==> config.mk <==
export PLATFORM = sky130hd
export DESIGN_NAME = reg_status_file
export DESIGN_NICKNAME = d
export VERILOG_FILES = /design/src/rtl/reg_status_file.sv
export SDC_FILE = /design/constraint.sdc
export NUM_CORES = 2
export LEC_CHECK = 0
export BUFFER_PORTS_ARGS = -buffer_cell sky130_fd_sc_hd__clkbuf_2
export CORE_MARGIN = 5
export CORE_UTILIZATION = 45
export DETAILED_ROUTE_END_ITERATION = 6
export GPL_TIMING_DRIVEN = 0
export SLEW_MARGIN = 20
export SYNTH_ARGS = -nofsm -noshare
export SYNTH_HDL_FRONTEND = slang
export SYNTH_SLANG_ARGS = --single-unit
==> constraint.sdc <==
create_clock -name clk_in -period 6.27 [get_ports clk_in]
set_input_delay 0.3135 -clock clk_in [delete_from_list [all_inputs] [get_ports clk_in]]
set_output_delay 0.3135 -clock clk_in [all_outputs]
set_load 0.05 [all_outputs]
==> src/rtl/reg_status_file.sv <==
// reg_status_file: architectural register value/dependency table with
// 2 issue slots, 2 commit lanes and 4 combinational read ports.
// Optional macro RSF_COMMIT_BYPASS_EN forwards same-cycle commit results
// onto read ports whose stored producer tag matches a committing tag.
module reg_status_file #(
  parameter int unsigned DATA_W    = 32,
  parameter int unsigned REG_NUM   = 32,
  parameter int unsigned ROB_IDX_W = 4
) (
  input  logic                             clk_in,
  input  logic                             rst_in,
  input  logic                             rdy_in,
  input  logic                             clr_in,
  input  logic [1:0]                       iss_valid,
  input  logic [2*$clog2(REG_NUM)-1:0]     iss_rd,
  input  logic [2*ROB_IDX_W-1:0]           iss_rob,
  input  logic [4*$clog2(REG_NUM)-1:0]     rs_pos,
  output logic [4*DATA_W-1:0]              rs_val,
  output logic [4*ROB_IDX_W-1:0]           rs_depend,
  input  logic [1:0]                       cmt_valid,
  input  logic [2*ROB_IDX_W-1:0]           cmt_rob,
  input  logic [2*$clog2(REG_NUM)-1:0]     cmt_reg,
  input  logic [2*DATA_W-1:0]              cmt_val
);

  localparam int unsigned REG_IDX_W = $clog2(REG_NUM);

  logic [DATA_W-1:0]    val_q [REG_NUM];
  logic [ROB_IDX_W-1:0] dep_q [REG_NUM];

  logic [REG_IDX_W-1:0] iss_rd_a  [2];
  logic [ROB_IDX_W-1:0] iss_rob_a [2];
  logic                 iss_fire  [2];
  logic [REG_IDX_W-1:0] cmt_reg_a [2];
  logic [ROB_IDX_W-1:0] cmt_rob_a [2];
  logic [DATA_W-1:0]    cmt_val_a [2];
  logic                 cmt_fire  [2];

  // Unpack per-slot / per-lane fields; register 0 never fires a write.
  always_comb begin
    for (int i = 0; i < 2; i++) begin
      iss_rd_a[i]  = iss_rd[i*REG_IDX_W +: REG_IDX_W];
      iss_rob_a[i] = iss_rob[i*ROB_IDX_W +: ROB_IDX_W];
      iss_fire[i]  = iss_valid[i] && (iss_rd_a[i] != '0);
      cmt_reg_a[i] = cmt_reg[i*REG_IDX_W +: REG_IDX_W];
      cmt_rob_a[i] = cmt_rob[i*ROB_IDX_W +: ROB_IDX_W];
      cmt_val_a[i] = cmt_val[i*DATA_W +: DATA_W];
      cmt_fire[i]  = cmt_valid[i] && (cmt_reg_a[i] != '0);
    end
  end

  // Table update: commits first, then flush or issue so issue tags win.
  always_ff @(posedge clk_in) begin
    if (rst_in) begin
      for (int r = 0; r < REG_NUM; r++) begin
        val_q[r] <= '0;
        dep_q[r] <= '0;
      end
    end else if (rdy_in) begin
      for (int j = 0; j < 2; j++) begin
        if (cmt_fire[j]) begin
          val_q[cmt_reg_a[j]] <= cmt_val_a[j];
          if (dep_q[cmt_reg_a[j]] == cmt_rob_a[j]) begin
            dep_q[cmt_reg_a[j]] <= '0;
          end
        end
      end
      if (clr_in) begin
        for (int r = 0; r < REG_NUM; r++) begin
          dep_q[r] <= '0;
        end
      end else begin
        for (int i = 0; i < 2; i++) begin
          if (iss_fire[i]) begin
            dep_q[iss_rd_a[i]] <= iss_rob_a[i];
          end
        end
      end
    end
  end

  logic [REG_IDX_W-1:0] pos_k;
  logic [DATA_W-1:0]    rd_val;
  logic [ROB_IDX_W-1:0] rd_dep;

  // Read ports: table lookup, optional commit forward, intra-group RAW, x0.
  always_comb begin
    rs_val    = '0;
    rs_depend = '0;
    pos_k     = '0;
    rd_val    = '0;
    rd_dep    = '0;
    for (int k = 0; k < 4; k++) begin
      pos_k  = rs_pos[k*REG_IDX_W +: REG_IDX_W];
      rd_val = val_q[pos_k];
      rd_dep = dep_q[pos_k];
`ifdef RSF_COMMIT_BYPASS_EN
      for (int j = 0; j < 2; j++) begin
        if (cmt_fire[j] && (dep_q[pos_k] != '0) && (dep_q[pos_k] == cmt_rob_a[j])) begin
          rd_val = cmt_val_a[j];
          rd_dep = '0;
        end
      end
`endif
      if ((k >= 2) && iss_valid[0] && (iss_rd_a[0] == pos_k) && (pos_k != '0)) begin
        rd_dep = iss_rob_a[0];
      end
      if (pos_k == '0) begin
        rd_val = '0;
        rd_dep = '0;
      end
      rs_val[k*DATA_W +: DATA_W]          = rd_val;
      rs_depend[k*ROB_IDX_W +: ROB_IDX_W] = rd_dep;
    end
  end

endmodule

# Word level (Yosys, flattened, before mapping)
# Memories as Yosys holds them, arrays and structs flattened.
# Cells that the tools add are included.
dict set report word_totals {
  regBits 0
  mem_bits_rw 1152
  input_bits 128
  wordCells 404
  mem_count 2
}
dict set report op_classes {
  eq_ne 66
  muxes 94
  bitwise 218
  n_reduce_logical 24
}
# memory words word_bits rd rd_ports_with_merged_regs write_ports line
set mem_list {}
lappend mem_list {val_q 32 32 4 0 32 28} ;# logic [DATA_W-1:0] val_q [REG_NUM];
lappend mem_list {dep_q 32 4 6 0 32 29} ;# logic [ROB_IDX_W-1:0] dep_q [REG_NUM];
# op n
set ops {}
lappend ops {{5-bit == test (second input constant)} 62}
lappend ops {{32-bit two-way mux} 6}
lappend ops {{4-bit two-way mux} 42}
lappend ops {{1-bit bitwise AND} 124}
lappend ops {{32-bit OR reduction} 2}
lappend ops {{1-bit inverter} 62}
lappend ops {{1-bit two-way mux} 40}
lappend ops {{1-bit OR} 32}
lappend ops {{5-bit two-way mux} 6}
lappend ops {{5-bit nonzero test} 6}
lappend ops {{5-bit zero test} 4}
lappend ops {{4-bit OR reduction} 4}
lappend ops {{5-bit == test} 2}
lappend ops {{4-bit == test} 2}
lappend ops {{1-bit logical AND} 8}

# Logic depth before layout (Yosys ltp)
# An unclocked memory read counts as a cell.
dict set report logic_depth {
  word_depth 40
  depth_mapped 13
}

# Least setup slack after synthesis
# No wires, ideal clock.
dict set report synth_path {
  kind {input to register}
  startpoint {in cmt_reg[1]}
  endpoint {mem val_q[9][0] (enable)}
  setup_time_ps 466
  t_arrival_ps 3875
  required_time_ps 5804
  setup_slack_ps 1929
  cell_stages 10
  path_buffers 4
  cell_sequence {buf_6 > buf_12 > buf_4 > buf_4 > nor2_1 > nand2_1 > nand3_1 > nor2_1 > nand2_1 > o21ai_0}
}
# item line
set synth_lines {}
lappend synth_lines {{start, declared} 22} ;# input logic [2*$clog2(REG_NUM)-1:0] cmt_reg,
lappend synth_lines {{end, declared} 28}

# Worst setup path in the final report
dict set report layout_path {
  startpoint {in rs_pos[5]}
  endpoint {out rs_depend[6]}
}
dict set report layout_between {
  elab_chain_cells 2
}
# item line
set layout_lines {}
lappend layout_lines {{start, declared} 17} ;# input logic [4*$clog2(REG_NUM)-1:0] rs_pos,
lappend layout_lines {{memory 32 x 4 bit or 5-bit zero test (tied branches)} n/a}
lappend layout_lines {{4-bit two-way mux (*)} 108} ;# if (pos_k == '0) begin
lappend layout_lines {{end, declared} 19} ;# output logic [4*ROB_IDX_W-1:0] rs_depend,
# Every way passes the cells marked *; elsewhere a longest branch is shown, timed or not.

==> impl_metrics.toml <==
[global_route]
grt_usage = 0.497
gr-total-overflow = 0
grt_first_pass_wirelength_um = 663000
grt_max_degree = 19
antenna_found_initial = 41
first_global_vias = 71500

[drt]
drtIter0Drc = 16800
vias = 77800
wl_per_cell_um = 57.6
route.detailed.drc = 367
wirelength_um = 514000
routed_via_density = 8.73
drt-pass1-iter-count = 7
ant_nets = 0

[sta]
fmax_mhz = 177
setup_tns_ns = 0
whs_ns = 0.0888
finalCritPeriodShare = 0.901
rsz0062_at_grt = "no"
finalSetupViolCount = 0
worst_slew_pin_slew_ns = 1.49
slew_viol_final = 0
max_slew_margin = 0.00164
fin_crit_ns = 5.65
final_hold_viol_count = 0
finClkSkew_ns = 0.0290

[pwr]
max-vdd-ir-drop_uv = 267
p_leak_nw = 34.1
power_mw = 24.2
pwr-share-comb = 0.258
swShare = 0.336
seq_power_share = 0.393
power_density_nw_per_um2 = 240
power.clock.fraction = 0.350
p_sw_mw = 8.14
p_int_mw = 16.0

[logic_synthesis]
synth_top_area_frac = 0.398
ys_top_cells_by_area = "edfxtp_1 40%, mux4_2 38%, a22o_1 10%, clkbuf_1 2.6%, mux2i_1 2.4%"
ys_warn_count = 0
synth_edf_count = 1152
seq_area_frac_synth = 0.398
yosys-top-cells-count = "1,467 x mux4_2, 1,152 x edfxtp_1, 1,005 x a22o_1"
yosysMostFrequentCell = "mux4_2"
yosysUniqueCellTypes = 65
synth_area_um2 = 86900
synth_seq_cells = 1152
synth_xor_area_frac = 0.00131
postSynthCellCount = 5623
synth_adder_area_share = 0
async_flop_share = 0
synth_compound_area_frac = 0.123
yosys.area.top_type = "edfxtp_1"
synthMuxAreaShare = 0.408
synth.avg_cell_area_um2 = 15.5
synth_top_family_by_area = "multiplexers"
synth_top_flop_cell = "edfxtp_1"
yosys.area_share.simple = 0.0313

[run]
drv_cap = 1

[final_layout]
final_cells = 8917
syn2layout_area_growth_pct = 16.1
drive_gt1_frac = 0.401
final_util = 0.524
nets = 6368
num-fill-cells = 15900

[floorplan]
dieWidth_um = 449
coreArea_um2 = 192000
chipHeight_um = 449
top_level_ports = 272
dieArea_um2 = 202000
initial_utilization = 0.452
rows = 161

[critical_path]
slowest_delay_ns = 1.07
cp.arrival_ns = 5.34
r2r_slack_ns = 1.67
critPathKind = "primary input to output port"
path_cells = "clkbuf_1 > clkbuf_1 > buf_2 > mux4_2 > mux4_2 > mux2i_1 > nor2_1 > clkbuf_2"
cp-start-kind = "primary input"
required_ns = 5.96
crit_slowest_cell = "clkbuf_1"
path_max_fanout = 10
cp-end-kind = "output port"

[clock_tree]
cts.sinks = 1152
clk_path_buf_depth = 3
clk_pin_slew_ns = 0.07
cts_made_buffers = 138
clock_latency_ns = 0.85
cts-root-buf = "clkbuf_16"
cts_max_level = 4
tritoncts = "done"
cts_setup_buffers = 0

[outcome]
outcome = "finished with violations"
violations = "design-rule violations, max-capacitance violations"

[worst_hold_path]
min_path_type = "primary input to flop"

[placement]
port_buffers = 237
routabilityCongestion = 1.07
numPlacedInstances = 8558
dp_hpwl_um = 372000
[power groups by stage]
stage	logic, mW	clock network, mW	registers [mW]
floorplan	3.61	0	9.38
global placement	5.60	0	9.66
detailed placement	5.89	0	9.60
CTS	5.92	8.30	9.44
global route	6.17	8.61	9.51
finish	6.24	8.45	9.49
[layout make-up]
| cell class | instances | area [µm²] | share of cell area |
|---|---|---|---|
| multi-input cells | 3676 | 49600 | 0.492 |
| repair buffers | 442 | 5140 | 0.0510 |
| diodes | 43 | 108 | 0.00107 |
| plain buffers | 822 | 3690 | 0.0366 |
| clock inverters | 88 | 925 | 0.00917 |
| clock buffers | 160 | 3580 | 0.0355 |
| inverters | 8 | 30.0 | 0.000298 |
| well taps | 2526 | 3160 | 0.0313 |
| flip-flops and latches | 1152 | 34600 | 0.343 |
[metal layers]
| layer | vias up | routed length [µm] | global-route usage |
|---|---|---|---|
| met4 | 50 | 48600 | 0.353 |
| met5 | - | 1660 | 0.0732 |
| met2 | 9539 | 201000 | 0.655 |
| met1 | 39600 | 167000 | 0.584 |
| li1 | 26000 | - | - |
| met3 | 2636 | 95300 | 0.305 |
[logic make-up (layout without fill, tap and decap cells)]
kind of cell           Yosys count  after routing
AO/OA/AOI/OAI                 1291           1291
XOR/XNOR                        13             13
buffers and inverters          830           1520
flip-flops                    1152           1152
multiplexers                  1692           1692
other                            1             79
AND/OR/NAND/NOR                644            644
[path summary, 6_finish.rpt]
check	cells past startpoint	startpoint	to
setup / recovery	8	rs_pos[5]	rs_depend[6]
hold / removal	2	cmt_val[0]	val_q[26][0]$_DFFE_PP_
setup reg to reg	8	dep_q[3][3]$_DFFE_PP_	dep_q[27][1]$_DFFE_PP_
hold reg to reg	9	dep_q[21][0]$_DFFE_PP_	dep_q[8][1]$_DFFE_PP_
[through the flow]
| step | cell area, µm² | setup slack (ns) |
|---|---|---|
| floorplan | 87000 | 1.93 |
| global route | 101000 | 0.935 |
| finish | 101000 | 0.620 |
| global placement | 91400 | -5.34 |
| CTS | 101000 | 1.09 |
| detailed placement | 95500 | 0.997 |
[state kept, by name, summed over array words and instances (netlist names)]
| register | flops |
|---|---|
| dep_q | 128 |
| val_q | 1024 |
[cell usage in the layout, fill, tap and decap left out, types with 25 or more instances in the layout]
master         synthesis  layout
mux4_2              1467    1467
clkbuf_2               1     450
a22o_1              1005    1005
diode_2                0      43
buf_12                 1      29
o21ai_4                0      31
conb_1                 1      36
nor3_1                41      26
o31ai_1              112     112
clkinv_1               0      25
nand2_1              193     193
nor2_1               314     302
clkbuf_1             601     408
buf_16                 0      91
edfxtp_1            1152    1152
clkbuf_16              0     140
a21oi_1               29      29
buf_2                 68     182
mux2i_1              211     211
dlygate4sd3_1          0      66
o21ai_0               59      28
[worst max-delay path, delay by kind of cell]
kind,cells,cell delay [ns]
AND/OR/NAND/NOR,1,0.08
multiplexers,3,1.82
buffers and inverters,4,3.08
[timing repair]
| item | 4_1_cts | 5_1_grt |
|---|---|---|
| resized for setup | 0 | 0 |
| hold buffers | 66 | 0 |
| endpoints found under the hold margin | 35 | 0 |
No activity file was read; power rests on OpenSTA's default activity.
